--- src/rtl/act_pipe_lanes_pkg.sv ---
// ---------------------------------------------------------------------------
// act_pkg
//   Shared types and reset constants for the multi-lane activation stage.
//   act_mode_t : lane function select (identity, ReLU, leaky ReLU, clamped ReLU)
//   RST_MODE   : mode loaded at reset (ReLU, matching the old single-port unit)
//   RST_SHIFT  : leaky slope shift loaded at reset
// ---------------------------------------------------------------------------
package act_pkg;

  typedef enum logic [1:0] {
    ACT_ID    = 2'd0,
    ACT_RELU  = 2'd1,
    ACT_LEAKY = 2'd2,
    ACT_CLAMP = 2'd3
  } act_mode_t;

  localparam act_mode_t  RST_MODE  = ACT_RELU;
  localparam logic [3:0] RST_SHIFT = 4'd3;

endpackage

--- src/rtl/act_pipe_lanes_if.sv ---
// ---------------------------------------------------------------------------
// act_pipe_lanes_if
//   Valid/ready beat stream carrying LANES packed DATA_W elements.
//   valid : beat valid (producer)
//   ready : beat accepted when valid & ready (consumer)
//   data  : lane i = data[i*DATA_W +: DATA_W]
//   master modport = producer side, slave modport = consumer side.
// ---------------------------------------------------------------------------
interface act_pipe_lanes_if #(
  parameter int DATA_W = 16,
  parameter int LANES  = 4
);
  logic                      valid;
  logic                      ready;
  logic [LANES*DATA_W-1:0]   data;

  modport master (output valid, output data, input ready);
  modport slave  (input valid, input data, output ready);
endinterface

--- src/rtl/act_pipe_lanes_lane.sv ---
// ---------------------------------------------------------------------------
// act_lane
//   Combinational activation for one signed element.
//   x       : input element (signed)
//   mode    : function select
//   shift   : leaky slope, negative x -> x >>> shift
//   clip    : clamp ceiling (non-negative, enforced by the config register)
//   y       : activated element, same width as x
//   clipped : x exceeded the ceiling in clamp mode
// ---------------------------------------------------------------------------
module act_lane
  import act_pkg::*;
#(
  parameter int DATA_W = 16
) (
  input  logic signed [DATA_W-1:0] x,
  input  act_mode_t                mode,
  input  logic        [3:0]        shift,
  input  logic signed [DATA_W-1:0] clip,
  output logic signed [DATA_W-1:0] y,
  output logic                     clipped
);

  logic neg;
  logic over;

  assign neg  = x[DATA_W-1];
  assign over = (x > clip);

  // NOTE: every output gets a default before the case so no path leaves it
  // unassigned; otherwise synthesis infers a latch.
  always_comb begin
    y       = x;
    clipped = 1'b0;
    case (mode)
      ACT_ID:    y = x;
      ACT_RELU:  y = neg ? '0 : x;
      // Arithmetic shift keeps the sign, so the most negative value stays negative.
      ACT_LEAKY: y = neg ? (x >>> shift) : x;
      ACT_CLAMP: begin
        if (neg) begin
          y = '0;
        end else if (over) begin
          y       = clip;
          clipped = 1'b1;
        end else begin
          y = x;
        end
      end
      default:   y = x;
    endcase
  end

endmodule

--- src/rtl/act_pipe_lanes.sv ---
// ---------------------------------------------------------------------------
// act_pipe_lanes
//   Multi-lane activation stage between the MAC accumulators and the next
//   layer's operand buffer. Two-stage pipeline (retime, then function) with
//   valid/ready flow control and a saturating clip counter.
//   clk, rst       : clock, synchronous active-high reset
//   cfg_we         : load cfg_mode/cfg_shift/cfg_clip into the config regs
//   cfg_mode       : 0 identity, 1 ReLU, 2 leaky ReLU, 3 clamped ReLU
//   cfg_shift      : leaky slope shift
//   cfg_clip       : clamp ceiling (MSB ignored)
//   in_bus         : input beat stream (slave)
//   out_bus        : output beat stream (master)
//   stat_clr       : clear the clip counter (wins over an increment)
//   stat_clip_cnt  : lanes clamped at the ceiling, saturating
// ---------------------------------------------------------------------------
module act_pipe_lanes
  import act_pkg::*;
#(
  parameter int DATA_W = 16,
  parameter int LANES  = 4,
  parameter int CNT_W  = 16
) (
  input  logic                clk,
  input  logic                rst,
  input  logic                cfg_we,
  input  logic [1:0]          cfg_mode,
  input  logic [3:0]          cfg_shift,
  input  logic [DATA_W-1:0]   cfg_clip,
  act_pipe_lanes_if.slave     in_bus,
  act_pipe_lanes_if.master    out_bus,
  input  logic                stat_clr,
  output logic [CNT_W-1:0]    stat_clip_cnt
);

  localparam int                BUS_W    = LANES * DATA_W;
  localparam int                POP_W    = $clog2(LANES + 1);
  localparam logic [DATA_W-1:0] CLIP_MAX = {1'b0, {(DATA_W-1){1'b1}}};

  // Config registers
  act_mode_t          mode_q;
  logic [3:0]         shift_q;
  logic [DATA_W-1:0]  clip_q;

  // Stage 1: retimed beat plus the config it was accepted under
  logic               s1_v;
  logic [BUS_W-1:0]   s1_data;
  act_mode_t          s1_mode;
  logic [3:0]         s1_shift;
  logic [DATA_W-1:0]  s1_clip;

  // Stage 2: activated beat
  logic               s2_v;
  logic [BUS_W-1:0]   s2_data;

  logic               adv2;
  logic               accept;
  logic [BUS_W-1:0]   lane_y;
  logic [LANES-1:0]   lane_clipped;
  logic [POP_W-1:0]   n_clipped;
  logic [CNT_W:0]     cnt_sum;
  logic [CNT_W-1:0]   cnt_q;

  // Stage 2 takes a new beat whenever it is empty or draining this cycle;
  // stage 1 can take one whenever it is empty or moving forward.
  assign adv2         = s1_v & (~s2_v | out_bus.ready);
  assign in_bus.ready = ~s1_v | adv2;
  assign accept       = in_bus.valid & in_bus.ready;

  assign out_bus.valid = s2_v;
  assign out_bus.data  = s2_data;
  assign stat_clip_cnt = cnt_q;

  // NOTE: sequential state uses non-blocking assignments so every register
  // samples pre-edge values; this is what makes a same-edge cfg_we invisible
  // to the beat being accepted on that edge.
  always_ff @(posedge clk) begin
    if (rst) begin
      mode_q  <= RST_MODE;
      shift_q <= RST_SHIFT;
      clip_q  <= CLIP_MAX;
    end else if (cfg_we) begin
      mode_q  <= act_mode_t'(cfg_mode);
      shift_q <= cfg_shift;
      // Ceiling is kept non-negative so the clamp never outputs a negative value.
      clip_q  <= cfg_clip & CLIP_MAX;
    end
  end

  // NOTE: only the valid flags are reset; the stage-1 payload is qualified by
  // s1_v and is left without reset.
  always_ff @(posedge clk) begin
    if (rst) begin
      s1_v <= 1'b0;
    end else if (accept) begin
      s1_v <= 1'b1;
    end else if (adv2) begin
      s1_v <= 1'b0;
    end
  end

  always_ff @(posedge clk) begin
    if (accept) begin
      s1_data  <= in_bus.data;
      s1_mode  <= mode_q;
      s1_shift <= shift_q;
      s1_clip  <= clip_q;
    end
  end

  // Output is held while stalled; a handshake plus a new beat reloads with no bubble.
  always_ff @(posedge clk) begin
    if (rst) begin
      s2_v    <= 1'b0;
      s2_data <= '0;
    end else if (adv2) begin
      s2_v    <= 1'b1;
      s2_data <= lane_y;
    end else if (out_bus.ready) begin
      s2_v    <= 1'b0;
    end
  end

  for (genvar i = 0; i < LANES; i++) begin : g_lane
    act_lane #(.DATA_W(DATA_W)) u_lane (
      .x       (s1_data[i*DATA_W +: DATA_W]),
      .mode    (s1_mode),
      .shift   (s1_shift),
      .clip    (s1_clip),
      .y       (lane_y[i*DATA_W +: DATA_W]),
      .clipped (lane_clipped[i])
    );
  end

  always_comb begin
    n_clipped = '0;
    for (int i = 0; i < LANES; i++) begin
      n_clipped = n_clipped + POP_W'(lane_clipped[i]);
    end
  end

  // One extra bit catches the carry out so the counter saturates instead of wrapping.
  assign cnt_sum = {1'b0, cnt_q} + (CNT_W+1)'(n_clipped);

  always_ff @(posedge clk) begin
    if (rst || stat_clr) begin
      cnt_q <= '0;
    end else if (adv2 && s1_mode == ACT_CLAMP) begin
      cnt_q <= cnt_sum[CNT_W] ? {CNT_W{1'b1}} : cnt_sum[CNT_W-1:0];
    end
  end

endmodule

--- src/flat_wrapper.sv ---
// flat-port wrapper written by rule: the top's interface ports become plain ports
module act_pipe_lanes_flat import act_pkg::*;
#(
  parameter int DATA_W = 16,
  parameter int LANES  = 4,
  parameter int CNT_W  = 16
)
  (clk, rst, cfg_we, cfg_mode, cfg_shift, cfg_clip, stat_clr, stat_clip_cnt, in_bus_valid, in_bus_data, in_bus_ready, out_bus_valid, out_bus_data, out_bus_ready);
  act_pipe_lanes_if #(.DATA_W(DATA_W), .LANES(LANES)) in_bus_i ();
  act_pipe_lanes_if #(.DATA_W(DATA_W), .LANES(LANES)) out_bus_i ();
  input  logic clk;
  input  logic rst;
  input  logic cfg_we;
  input  logic [1:0] cfg_mode;
  input  logic [3:0] cfg_shift;
  input  logic [DATA_W-1:0] cfg_clip;
  input  logic stat_clr;
  output logic [CNT_W-1:0] stat_clip_cnt;
  input wire logic [$bits(in_bus_i.valid)-1:0] in_bus_valid;
  input wire logic [$bits(in_bus_i.data)-1:0] in_bus_data;
  output wire logic [$bits(in_bus_i.ready)-1:0] in_bus_ready;
  output wire logic [$bits(out_bus_i.valid)-1:0] out_bus_valid;
  output wire logic [$bits(out_bus_i.data)-1:0] out_bus_data;
  input wire logic [$bits(out_bus_i.ready)-1:0] out_bus_ready;
  assign in_bus_i.valid = in_bus_valid;
  assign in_bus_i.data = in_bus_data;
  assign in_bus_ready = in_bus_i.ready;
  assign out_bus_valid = out_bus_i.valid;
  assign out_bus_data = out_bus_i.data;
  assign out_bus_i.ready = out_bus_ready;
  act_pipe_lanes #(.DATA_W(DATA_W), .LANES(LANES), .CNT_W(CNT_W)) u_core (.clk(clk), .rst(rst), .cfg_we(cfg_we), .cfg_mode(cfg_mode), .cfg_shift(cfg_shift), .cfg_clip(cfg_clip), .in_bus(in_bus_i), .out_bus(out_bus_i), .stat_clr(stat_clr), .stat_clip_cnt(stat_clip_cnt));
endmodule
--- config.mk ---
export PLATFORM = sky130hd
export DESIGN_NAME = act_pipe_lanes_flat
export DESIGN_NICKNAME = d
export VERILOG_FILES = /design/src/rtl/act_pipe_lanes_pkg.sv /design/src/rtl/act_pipe_lanes_if.sv /design/src/rtl/act_pipe_lanes_lane.sv /design/src/rtl/act_pipe_lanes.sv /design/src/flat_wrapper.sv
export SDC_FILE = /design/constraint.sdc
export NUM_CORES = 1
export LEC_CHECK = 0
export BUFFER_PORTS_ARGS = -buffer_cell sky130_fd_sc_hd__buf_2
export CAP_MARGIN = 20
export CORE_MARGIN = 3
export CORE_UTILIZATION = 41
export DETAILED_ROUTE_END_ITERATION = 8
export REMOVE_ABC_BUFFERS = 1
export SLEW_MARGIN = 10
export SYNTH_ARGS = -nofsm -noshare
export SYNTH_HDL_FRONTEND = slang
export SYNTH_SLANG_ARGS = --single-unit
--- constraint.sdc ---
create_clock -name clk -period 5.8 [get_ports clk]
set_clock_uncertainty 0.15 [all_clocks]
set_input_delay 1.16 -clock clk [delete_from_list [all_inputs] [get_ports clk]]
set_output_delay 1.16 -clock clk [all_outputs]
set_load 0.01 [all_outputs]
## Word-level counts from Yosys, hierarchy flattened

Index checks and enable logic that the tools add are counted.

- Add/subtract/negate cells: 4
- Magnitude comparators: 4
- Eq/ne operators: 3
- Shift operators: 4
- Multiplexer cells: 37
- Bitwise logic cells: 6
- Reduce and logical (&&, ||, !) cells: 5

Operator list:

| kind | number |
|---|---|
| one-hot mux 16 bit (4 select lines) | 4 |
| two-way mux 15 bit | 12 |
| two-way mux 16 bit | 5 |
| greater-than comparator 16 bit | 4 |
| >>> shifter 16 x 4 -> 16 bit | 4 |
| adder 16 x 3 -> 17 bit | 1 |
| two-way mux 1 bit | 16 |
| adder 3 x 1 -> 3 bit | 2 |
| equality test 2 bit (second input constant) | 2 |
| nonzero test 2 bit | 2 |
| adder 1 x 1 -> 2 bit | 1 |
| AND 1 bit | 2 |
| equality test 2 x 1 -> 1 bit (second input constant) | 1 |
| logical NOT 2 bit | 1 |
| inverter 1 bit | 2 |
| bitwise OR 1 bit | 2 |
| logical AND 1 bit | 1 |
| logical OR 1 bit | 1 |

- Bits in registers: 188
- Input port bits: 92
- Logic and storage cells: 74

## Logic depth before layout (Yosys ltp)

Gate-level depths: netlist (run 1).

- Depth in word-level cells: 9
- Mapped depth: 20
- Mapped depth without buffers: 19

## Cells and area by module

A second synthesis (run 1) with hierarchy kept.

- Cell total of the unflattened synthesis: 1,686
- Area, all modules: 14,382.5 sq um

Modules (own cells, without submodules):

| module | instances | cells each | area each (sq um) | seq. area each (sq um) |
|---|---|---|---|---|
| act_pipe_lanes | 1 | 552 | 6,468.7 | 4,614.4 |
| act_lane (u_core.g_lane[0].u_lane ...) | 3 | 287 | 1,955.6 | 0.0 |
| act_lane (u_core.g_lane[3].u_lane) | 1 | 273 | 2,047.0 | 0.0 |

## Least setup slack after synthesis (run 1)

No wires, ideal clock.

- Path kind: register -> register
- From: reg u_core.s1_data[13]
- To: reg u_core.cnt_q[10] (netlist: u_core.stat_clip_cnt[10])
- Arrival time: 4.369 ns
- Data required time: 5.534 ns
- Slack: 1.165 ns
- Stages on the path, launching flop included: 20
- Clock period less this slack: 4.635 ns
- Cells stage by stage: edfxtp_1 ha_1 a21o_1 a211oi_2 o211ai_1 o31a_1 buf_6 buf_2 and2_1 ha_1 fa_1 ha_1 inv_1 fa_1 inv_1 a21oi_1 nor3_2 and3_1 nand3_1 o211a_1

- Longest elaborated chain between the ends: 9

RTL lines:

| item | line | text |
|---|---|---|
| start, declared | act_pipe_lanes.sv:46 | `logic [BUS_W-1:0] s1_data;` |
| start signal, assigned | act_pipe_lanes.sv:103 | `s1_data <= in_bus.data;` |
| greater-than comparator 16 bit | act_pipe_lanes_lane.sv:28 | `assign over = (x > clip);` |
| two-way mux 1 bit | act_pipe_lanes_lane.sv:43 | `end else if (over) begin` |
| two-way mux 1 bit | act_pipe_lanes_lane.sv:41 | `if (neg) begin` |
| two-way mux 1 bit | act_pipe_lanes_lane.sv:35 | `case (mode)` |
| adder 1 x 1 -> 2 bit | act_pipe_lanes.sv:137 | `n_clipped = n_clipped + POP_W'(lane_clipped[i]);` |
| adder 3 x 1 -> 3 bit (2 in series) | act_pipe_lanes.sv:137 |  |
| adder 16 x 3 -> 17 bit | act_pipe_lanes.sv:142 | `assign cnt_sum = {1'b0, cnt_q} + (CNT_W+1)'(n_clipped);` |
| two-way mux 16 bit | act_pipe_lanes.sv:148 | `cnt_q <= cnt_sum[CNT_W] ? {CNT_W{1'b1}} : cnt_sum[CNT_W-1:0];` |
| end signal, assigned | act_pipe_lanes.sv:148 |  |
| end, declared | act_pipe_lanes.sv:61 | `logic [CNT_W-1:0] cnt_q;` |

Every way passes these cells.
A chain may end at the register's enable or synchronous reset.

## Worst setup path after layout (run 1)

- From: reg u_core.s1_clip[14]
- To: reg u_core.cnt_q[13] (netlist: u_core.stat_clip_cnt[13])

- Longest elaborated chain between the ends: 9

RTL lines:

| item | line | text |
|---|---|---|
| start, declared | act_pipe_lanes.sv:49 | `logic [DATA_W-1:0] s1_clip;` |
| start signal, assigned | act_pipe_lanes.sv:106 | `s1_clip <= clip_q;` |
| greater-than comparator 16 bit | act_pipe_lanes_lane.sv:28 |  |
| two-way mux 1 bit | act_pipe_lanes_lane.sv:43 |  |
| two-way mux 1 bit | act_pipe_lanes_lane.sv:41 |  |
| two-way mux 1 bit | act_pipe_lanes_lane.sv:35 |  |
| adder 1 x 1 -> 2 bit | act_pipe_lanes.sv:137 |  |
| adder 3 x 1 -> 3 bit | act_pipe_lanes.sv:137 |  |
| adder 3 x 1 -> 3 bit (*) | act_pipe_lanes.sv:137 |  |
| adder 16 x 3 -> 17 bit (*) | act_pipe_lanes.sv:142 |  |
| two-way mux 16 bit (*) | act_pipe_lanes.sv:148 |  |

Mark *: on every way between the ends. The rest lies on a longest branch, timed or not.

==> results.cfg, run 1 <==
[run_status]
status = finished, final reports clean

[floorplanning]
rows = 64
core-area_mm2 = 0.0307
die-area_mm2 = 0.0334
boundaryPins = 174
die_width_um = 183
die_h_um = 183
start_util = 0.417

[logic_synthesis]
ys_warn_count = 0
syn_inst = 1335
avgSynthCellArea_um2 = 9.58
synth-edff-count = 85
yosysSeqAreaShare = 0.361
synth.ff_latch_count = 188
netlist_area_mm2 = 0.0128
synthArstFlopShare = 0
yosys_most_used_dff = dfxtp_1
yosys.cell_types.count = 87

[clock_network]
postCtsSetupBuffers = 0
clockBufferDepth = 2
clkTransAtPathRegs_ns = 0.08
cts.sinks = 188
cts_tree = done
h-tree-depth = 4
root_buffer = clkbuf_16
cts.repair.resized = 0
hold_buffers = 0
numCtsBuffers = 17
clock_latency_ns = 0.47

[global_routing]
grt.overflow.total = 0
globalRouteTotalUtil = 0.264
antenna_found_initial = 1
grt_pass1_vias = 11300
grt_start_max_net_pins = 70
grt_pass1_wl_um = 67700

[finish]
nNetsFinal = 1627
stdcell_area_mm2 = 0.0146
diodes = 0
final_cells = 1877
final_cell_mix = a21oi_1, buf_2, nor2_1
mostFrequentLayoutCell = a21oi_1
drive_gt1_frac = 0.238
area_growth_pct = 14.1

[timing]
fmax_mhz = 190
tightest_slew_ns = 1.10
holdWs_ns = 0.276
setup-violations-final = 0
rsz0062_at_grt = no
fin_crit_ns = 5.26
slew_viol_final = 0
relSlewSlack = 0.265
fin_crit_sh = 0.907
hold_viol_final = 0
fin_tns_setup_ns = 0

[power]
irDropWorstVdd_mv = 0.222
p_leak_nw = 5.84
fin_total_pwr_w = 0.00353
pwr_density_cell_mw_per_mm2 = 242

[place]
gp_congestion = 0.929
dp.final_hpwl_um = 30300
dpl.cell_count = 1844
numPortBuffers = 172
placed_area_mm2 = 0.0140

[min_path]
holdCritPathClass = reg2reg

[drt]
post_drt_wl_per_cell_um = 23.6
drt-pass1-iter-count = 7
drc = 0
drt-initial-drc-count = 1235
ant_nets = 0
finalWirelength_um = 44300
vias = 11800
vias_per_cell = 6.30

[worst_setup_path]
crit_family = adder cells
cp.required_ns = 6.04
crit_arrival_ns = 5.51
crit_chain = inv_1 > ha_1 > nand4b_4 > a2111oi_0 > nand3b_2 > nand2_1 > nor2_1 > ha_1 > fa_1 > ha_1 > inv_1 > fa_1 > inv_1 > a21oi_1 > nor3_2 > nand2_1 > a21oi_1
cp_slowest_cell = a2111oi_0
start_kind = flip-flop
path_class = reg2reg
cp_max_fo = 8
slowest_delay_ns = 0.55
critPathCaptureType = flip-flop
crit_buf_inv = 3

[run]
maxCapViolations = 0
stage by stage:
stage,utilization,worst slack (ns)
final,0.476,0.537
after global routing,0.476,0.179
after CTS,0.476,0.626
after detailed placement,0.456,0.679
after global placement,0.456,0.866
after floorplan,-,1.14
path summary, 6_finish.rpt:
kind                      start                        to  slack [ns]  cells after the start
min           u_core.clip_q[12]        u_core.s1_clip[12]        0.28                      0
min reg2reg   u_core.clip_q[12]        u_core.s1_clip[12]        0.28                      0
max reg2reg  u_core.s1_clip[14]  u_core.stat_clip_cnt[13]        0.54                     17
max          u_core.s1_clip[14]  u_core.stat_clip_cnt[13]        0.54                     17
flip-flops by register name (all words and copies together) (netlist names):
name,count
u_core.stat_clip_cnt,16
u_core.s1_clip,15
u_core.s1_mode,2
u_core.shift_q,4
u_core.s1_shift,4
u_core.mode_q,2
u_core.s1_data,64
u_core.out_bus.data,64
u_core.s1_v,1
u_core.clip_q,15
u_core.out_bus.valid,1
cells by family after synthesis:
group | after synthesis | share of synthesized area
AOI/OAI and AO/OA | 450 | 0.228
xor gates and xnor gates | 9 | 0.00616
adders and majority gates | 67 | 0.0667
buffers and inverters | 139 | 0.0505
DFF | 188 | 0.361
muxes | 123 | 0.147
and+or+nand+nor | 359 | 0.141
cells in the mapped netlist (all sizes together), types with 7 or more instances:
| library cell | n | area share |
|---|---|---|
| a21oi | 176 | 0.069 |
| nor2 | 112 | 0.034 |
| dfxtp | 103 | 0.16 |
| nand2 | 89 | 0.026 |
| edfxtp | 85 | 0.20 |
| o21ai | 82 | 0.032 |
| ha | 65 | 0.064 |
| buf | 49 | 0.024 |
| mux4 | 49 | 0.086 |
| mux2i | 48 | 0.038 |
| clkbuf | 46 | 0.013 |
| inv | 40 | 0.012 |
| nand3 | 30 | 0.012 |
| nor2b | 30 | 0.015 |
| mux2 | 26 | 0.023 |
| nand4 | 24 | 0.013 |
| o22ai | 24 | 0.012 |
| a211o | 23 | 0.016 |
| a211oi | 21 | 0.015 |
| o211ai | 20 | 0.012 |
| nor3 | 18 | 0.0078 |
| o221ai | 16 | 0.011 |
| a221oi | 14 | 0.012 |
| o21a | 14 | 0.0082 |
| nand2b | 11 | 0.0054 |
| or3 | 11 | 0.0054 |
| a31oi | 10 | 0.0049 |
| and2 | 7 | 0.0034 |
per-layer routing:
metal	global-route usage	wire [um]	vias to the layer above
li1	-	-	5387
met1	0.369	18700	5651
met2	0.385	19100	663
met3	0.0640	4650	118
met4	0.120	1930	2
met5	0	13	-
power by group:
group	total, W	internal [W]	switching (W)
clock	0.00121	0.000596	0.000619
combinational	0.000752	0.000312	0.000440
sequential	0.00156	0.00146	0.0000971
area by class of cell:
class | instances | area (um^2)
inverters | 44 | 170
well taps | 396 | 495
multi-input cells | 1008 | 7540
fillers | 2930 | 16100
flip-flops and latches | 188 | 4610
clock inverters | 14 | 164
repair buffers | 209 | 1170
clock buffers | 18 | 439
Note: power is estimated with default switching activity, not from simulation.
==> run 2, diff against run 1 <==
- CORE_MARGIN: 3 -> 10
- MAX_ROUTING_LAYER: not set -> met4
==> run 2 against run 1 <==
Against the previous run: clock-buffer cell count is 1 lower; worst setup slack better by 0.14 ns; global-route usage is 2.5 points lower; clock power hardly changed; cell area stayed put; hold slack better by 0.0056 ns; combinational power is 0.5% higher; first-iteration DRC count is 12% higher; largest cell class unchanged.
==> results.cfg, run 2 (same netlist as run 1, synthesis figures left out) <==
[clock_network]
root_buffer = clkbuf_16
clock_latency_ns = 0.46
hold_buffers = 0
cts.sinks = 188
h-tree-depth = 4
clkTransAtPathRegs_ns = 0.08
cts.repair.resized = 0
postCtsSetupBuffers = 0
cts_tree = done
numCtsBuffers = 17
clockBufferDepth = 2

[power]
irDropWorstVdd_mv = 0.224
pwr_density_cell_mw_per_mm2 = 242
p_leak_nw = 5.84

[global_routing]
met3_usage = 0.0484
grt.overflow.total = 0
antenna_found_initial = 0
globalRouteTotalUtil = 0.239
grt_start_max_net_pins = 70
grt_pass1_vias = 11500
top_usage_layer = met2
grtUsageMet1 = 0.319
grt_pass1_wl_um = 70200
grt_util_met2 = 0.350

[place]
numPortBuffers = 172
dp.final_hpwl_um = 31900
gp_congestion = 0.955

[worst_setup_path]
crit_arrival_ns = 5.36
critPathCaptureType = flip-flop
cp.required_ns = 6.03
crit_chain = inv_1 > ha_1 > nand4b_4 > a2111oi_0 > nand3b_2 > nand2_1 > nor2_1 > ha_1 > fa_1 > ha_1 > inv_1 > fa_1 > inv_1 > a21oi_1 > nor3_2 > nand2_1 > a21oi_1
cp_max_fo = 8
r2r_slack_ns = 0.68
slowest_delay_ns = 0.52
path_class = reg2reg
start_kind = flip-flop
cp_slowest_cell = edfxtp_1

[timing]
fin_crit_sh = 0.883
holdWs_ns = 0.282
fmax_mhz = 195
rsz0062_at_grt = no
setup-violations-final = 0
tightest_slew_ns = 1.04
fin_tns_setup_ns = 0
relSlewSlack = 0.303
slew_viol_final = 0
fin_crit_ns = 5.12
hold_viol_final = 0

[drt]
finalWirelength_um = 45900
ant_nets = 0
drt-initial-drc-count = 1378
vias = 11800
drc = 0
vias_per_cell = 6.29
drt-pass1-iter-count = 8
post_drt_wl_per_cell_um = 24.4

[finish]
nNetsFinal = 1628
area_growth_pct = 14.1
drive_gt1_frac = 0.239
diodes = 0
mostFrequentLayoutCell = a21oi_1
final_cell_mix = a21oi_1, buf_2, nor2_1
regArea_mm2 = 0.00461
multi_input_area_mm2 = 0.00754
nFillCells = 2981

[floorplanning]
boundaryPins = 174
rows = 64
start_util = 0.417
die_width_um = 197
die-area_mm2 = 0.0387
die_h_um = 197
core-area_mm2 = 0.0307

[run]
maxCapViolations = 0

[run_status]
status = finished, final reports clean

[min_path]
holdCritPathClass = reg2reg
[run 2: path summary, 6_finish.rpt]
check / endpoint / depth (start not counted) / start
worst min-delay path: u_core.s1_shift[0] / 0 / u_core.shift_q[0]
worst max register to register: u_core.stat_clip_cnt[11] / 17 / u_core.s1_clip[12]
worst min register to register: u_core.s1_shift[0] / 0 / u_core.shift_q[0]
worst max-delay path: u_core.stat_clip_cnt[11] / 17 / u_core.s1_clip[12]
[run 2: routing by layer]
layer | vias up | share of wire
met1 | 5694 | 0.43
met4 | 0 | 0.034
li1 | 5377 | -
met5 | - | 0
met2 | 646 | 0.44
met3 | 92 | 0.093
[run 2: where the power goes]
group | internal [W] | switching, W | total (W)
sequential | 0.00146 | 0.0000922 | 0.00156
clock | 0.000590 | 0.000631 | 0.00122
combinational | 0.000311 | 0.000446 | 0.000756
total | 0.00236 | 0.00117 | 0.00353
[run 2: area by class of cell]
class	instances	share of cell area
clock buffers	17	0.0291
clock inverters	15	0.0130
inverters	44	0.0117
multi-input cells	1008	0.517
flip-flops and latches	188	0.316
well taps	396	0.0339
repair buffers	210	0.0795
[run 2: critical path, delay by kind of cell, from the launching register on]
family / cells / cell delay (ns)
simple gates: 6 / 1.44
compound gates: 3 / 0.82
buf+inv: 3 / 0.34
flops: 1 / 0.52
fa+ha+maj: 5 / 1.75
[run 2: stage by stage]
| step | total power, W | setup WS [ns] | instances | util | cell area (um^2) |
|---|---|---|---|---|---|
| 6_report | 0.00353 | 0.679 | 1878 | 0.476 | 14600 |
| 5_1_grt | 0.00369 | 0.328 | 1878 | 0.476 | 14600 |
| 4_1_cts | 0.00354 | 0.758 | 1878 | 0.476 | 14600 |
| 3_5_place_dp | 0.00232 | 0.792 | 1846 | 0.456 | 14000 |
| 3_3_place_gp | 0.00231 | 0.891 | 1846 | 0.456 | 14000 |
| 2_1_floorplan | 0.00204 | 1.14 | 1240 | - | 12300 |
==> run 3, diff against run 2 <==
- RECOVER_POWER: not set -> 50
==> run 3 against run 2 <==
Against the previous run: the run now ends with DRC, capacitance limit, slew limit left; sequential power about the same; via count down 0.71%; global-route usage unchanged; worst setup slack better by 0.015 ns; fmax up 0.29%; sequential share of layout area up 0.11 points; sequential cell count unchanged; core utilization down 0.17 points; clock power about the same; clock-buffer cell count unchanged; critical endpoint unchanged; largest power group unchanged; highest routed layer unchanged.
==> results.cfg, run 3 (same netlist as run 1, synthesis figures left out) <==
[clock_network]
hold_buffers = 0
h-tree-depth = 4
numCtsBuffers = 17
clockBufferDepth = 2
cts_tree = done
cts.sinks = 188
postCtsSetupBuffers = 0
clock_latency_ns = 0.46
cts.repair.resized = 0
clkTransAtPathRegs_ns = 0.08
root_buffer = clkbuf_16

[timing]
fin_ws_ns = 0.694
setup-violations-final = 0
relSlewSlack = -1.12
slew_viol_final = 151
rsz0062_at_grt = no
fin_crit_sh = 0.880
fmax_mhz = 196
fin_crit_ns = 5.11
tightest_slew_ns = 3.17
hold_viol_final = 0
fin_tns_setup_ns = 0

[power]
p_leak_nw = 5.71
irDropWorstVdd_mv = 0.225
pwr_density_cell_mw_per_mm2 = 242
fin_total_pwr_w = 0.00353

[global_routing]
grt.overflow.total = 0
grt_pass1_vias = 11500
grt_pass1_wl_um = 70200
grt_start_max_net_pins = 70
grtUsageMet1 = 0.319
grt_util_met2 = 0.350
antenna_found_initial = 0
top_usage_layer = met2
met3_usage = 0.0484
globalRouteTotalUtil = 0.239

[place]
dp.final_hpwl_um = 31900
gp_congestion = 0.955
pre_cts_slack_ns = 0.792
placed_area_mm2 = 0.0140
numPortBuffers = 172
dpl.cell_count = 1846

[finish]
final_cells = 1878
diodes = 0
area_growth_pct = 13.7
nNetsFinal = 1628
stdcell_area_mm2 = 0.0146
nFillCells = 2993
drive_gt1_frac = 0.216
mostFrequentLayoutCell = a21oi_1
final_cell_mix = a21oi_1, buf_2, nor2_1

[min_path]
hold_end = u_core.s1_shift[0]
holdCritPathClass = reg2reg
hp-start = u_core.shift_q[0]
hold_depth = 0

[drt]
post_drt_wl_per_cell_um = 24.4
vias_per_cell = 6.24
vias = 11700
ant_nets = 0
drc = 1
finalWirelength_um = 45800
drt-initial-drc-count = 1427
drt-pass1-iter-count = 9

[floorplanning]
die-area_mm2 = 0.0387
die_h_um = 197
start_util = 0.417
rows = 64
boundaryPins = 174
core-area_mm2 = 0.0307
die_width_um = 197

[worst_setup_path]
worstReg2RegStart = u_core.s1_clip[12]
cp_max_fo = 8
r2r_slack_ns = 0.69
cp.required_ns = 6.04
reg2reg_to = u_core.stat_clip_cnt[11]
critPathCaptureType = flip-flop
crit_arrival_ns = 5.34
reg2reg_depth = 17
path_class = reg2reg
start_kind = flip-flop

[run_status]
status = finished, violations left
violations = DRC, capacitance limit, slew limit

[run]
maxCapViolations = 4
==> run 3: worst max path at each step <==
stage / start / end / slack (ns) / cells after the start
finish: u_core.s1_clip[12] / u_core.stat_clip_cnt[11] / 0.69 / 17
global route: u_core.s1_clip[14] / u_core.stat_clip_cnt[11] / 0.33 / 17
CTS: u_core.s1_clip[12] / u_core.stat_clip_cnt[11] / 0.76 / 17
detailed placement: u_core.s1_clip[12] / u_core.stat_clip_cnt[11] / 0.79 / 17
global placement: u_core.s1_clip[12] / u_core.stat_clip_cnt[11] / 0.89 / 17
floorplan: u_core.s1_data[13] / u_core.stat_clip_cnt[10] / 1.14 / 17
==> run 3: stage by stage <==
stage / utilization / hold slack [ns]
final: 0.474 / 0.282
after global routing: 0.474 / 0.289
after CTS: 0.476 / 0.282
after detailed placement: 0.456 / 0.260
after global placement: 0.456 / 0.257
after floorplan: - / 0.251
==> run 3: worst max-delay path, stage by stage, from the launching register on <==
cell       delay [ns]
edfxtp_1         0.53
inv_1            0.22
ha_1             0.36
nand4b_4         0.12
a2111oi_0        0.48
nand3b_2         0.30
nand2_1          0.12
nor2_1           0.15
ha_1             0.26
fa_1             0.40
ha_1             0.31
inv_1            0.06
fa_1             0.42
inv_1            0.07
a21oi_1          0.10
nor3_2           0.42
nand2_1          0.33
a21oi_1          0.23
==> run 3: final cells by class <==
class | instances | area (um^2) | share of cell area
multi-input combinational | 1008 | 7540 | 0.518
clock inverter | 15 | 190 | 0.0131
sequential | 188 | 4610 | 0.317
clock buffer | 17 | 425 | 0.0292
tap | 396 | 495 | 0.0341
timing repair buffer | 210 | 1110 | 0.0764
inverter | 44 | 170 | 0.0117
==> run 3: where the power goes <==
| group | internal, W | switching (W) |
|---|---|---|
| Sequential | 0.00146 | 0.0000924 |
| Clock | 0.000590 | 0.000628 |
| Combinational | 0.000307 | 0.000444 |
==> run 3: routing by layer <==
layer  wire length [um]  vias to the layer above
met4               1650                        0
met5                  0                        -
met3               4090                      106
met1              20000                     5645
li1                   -                     5378
met2              20000                      596
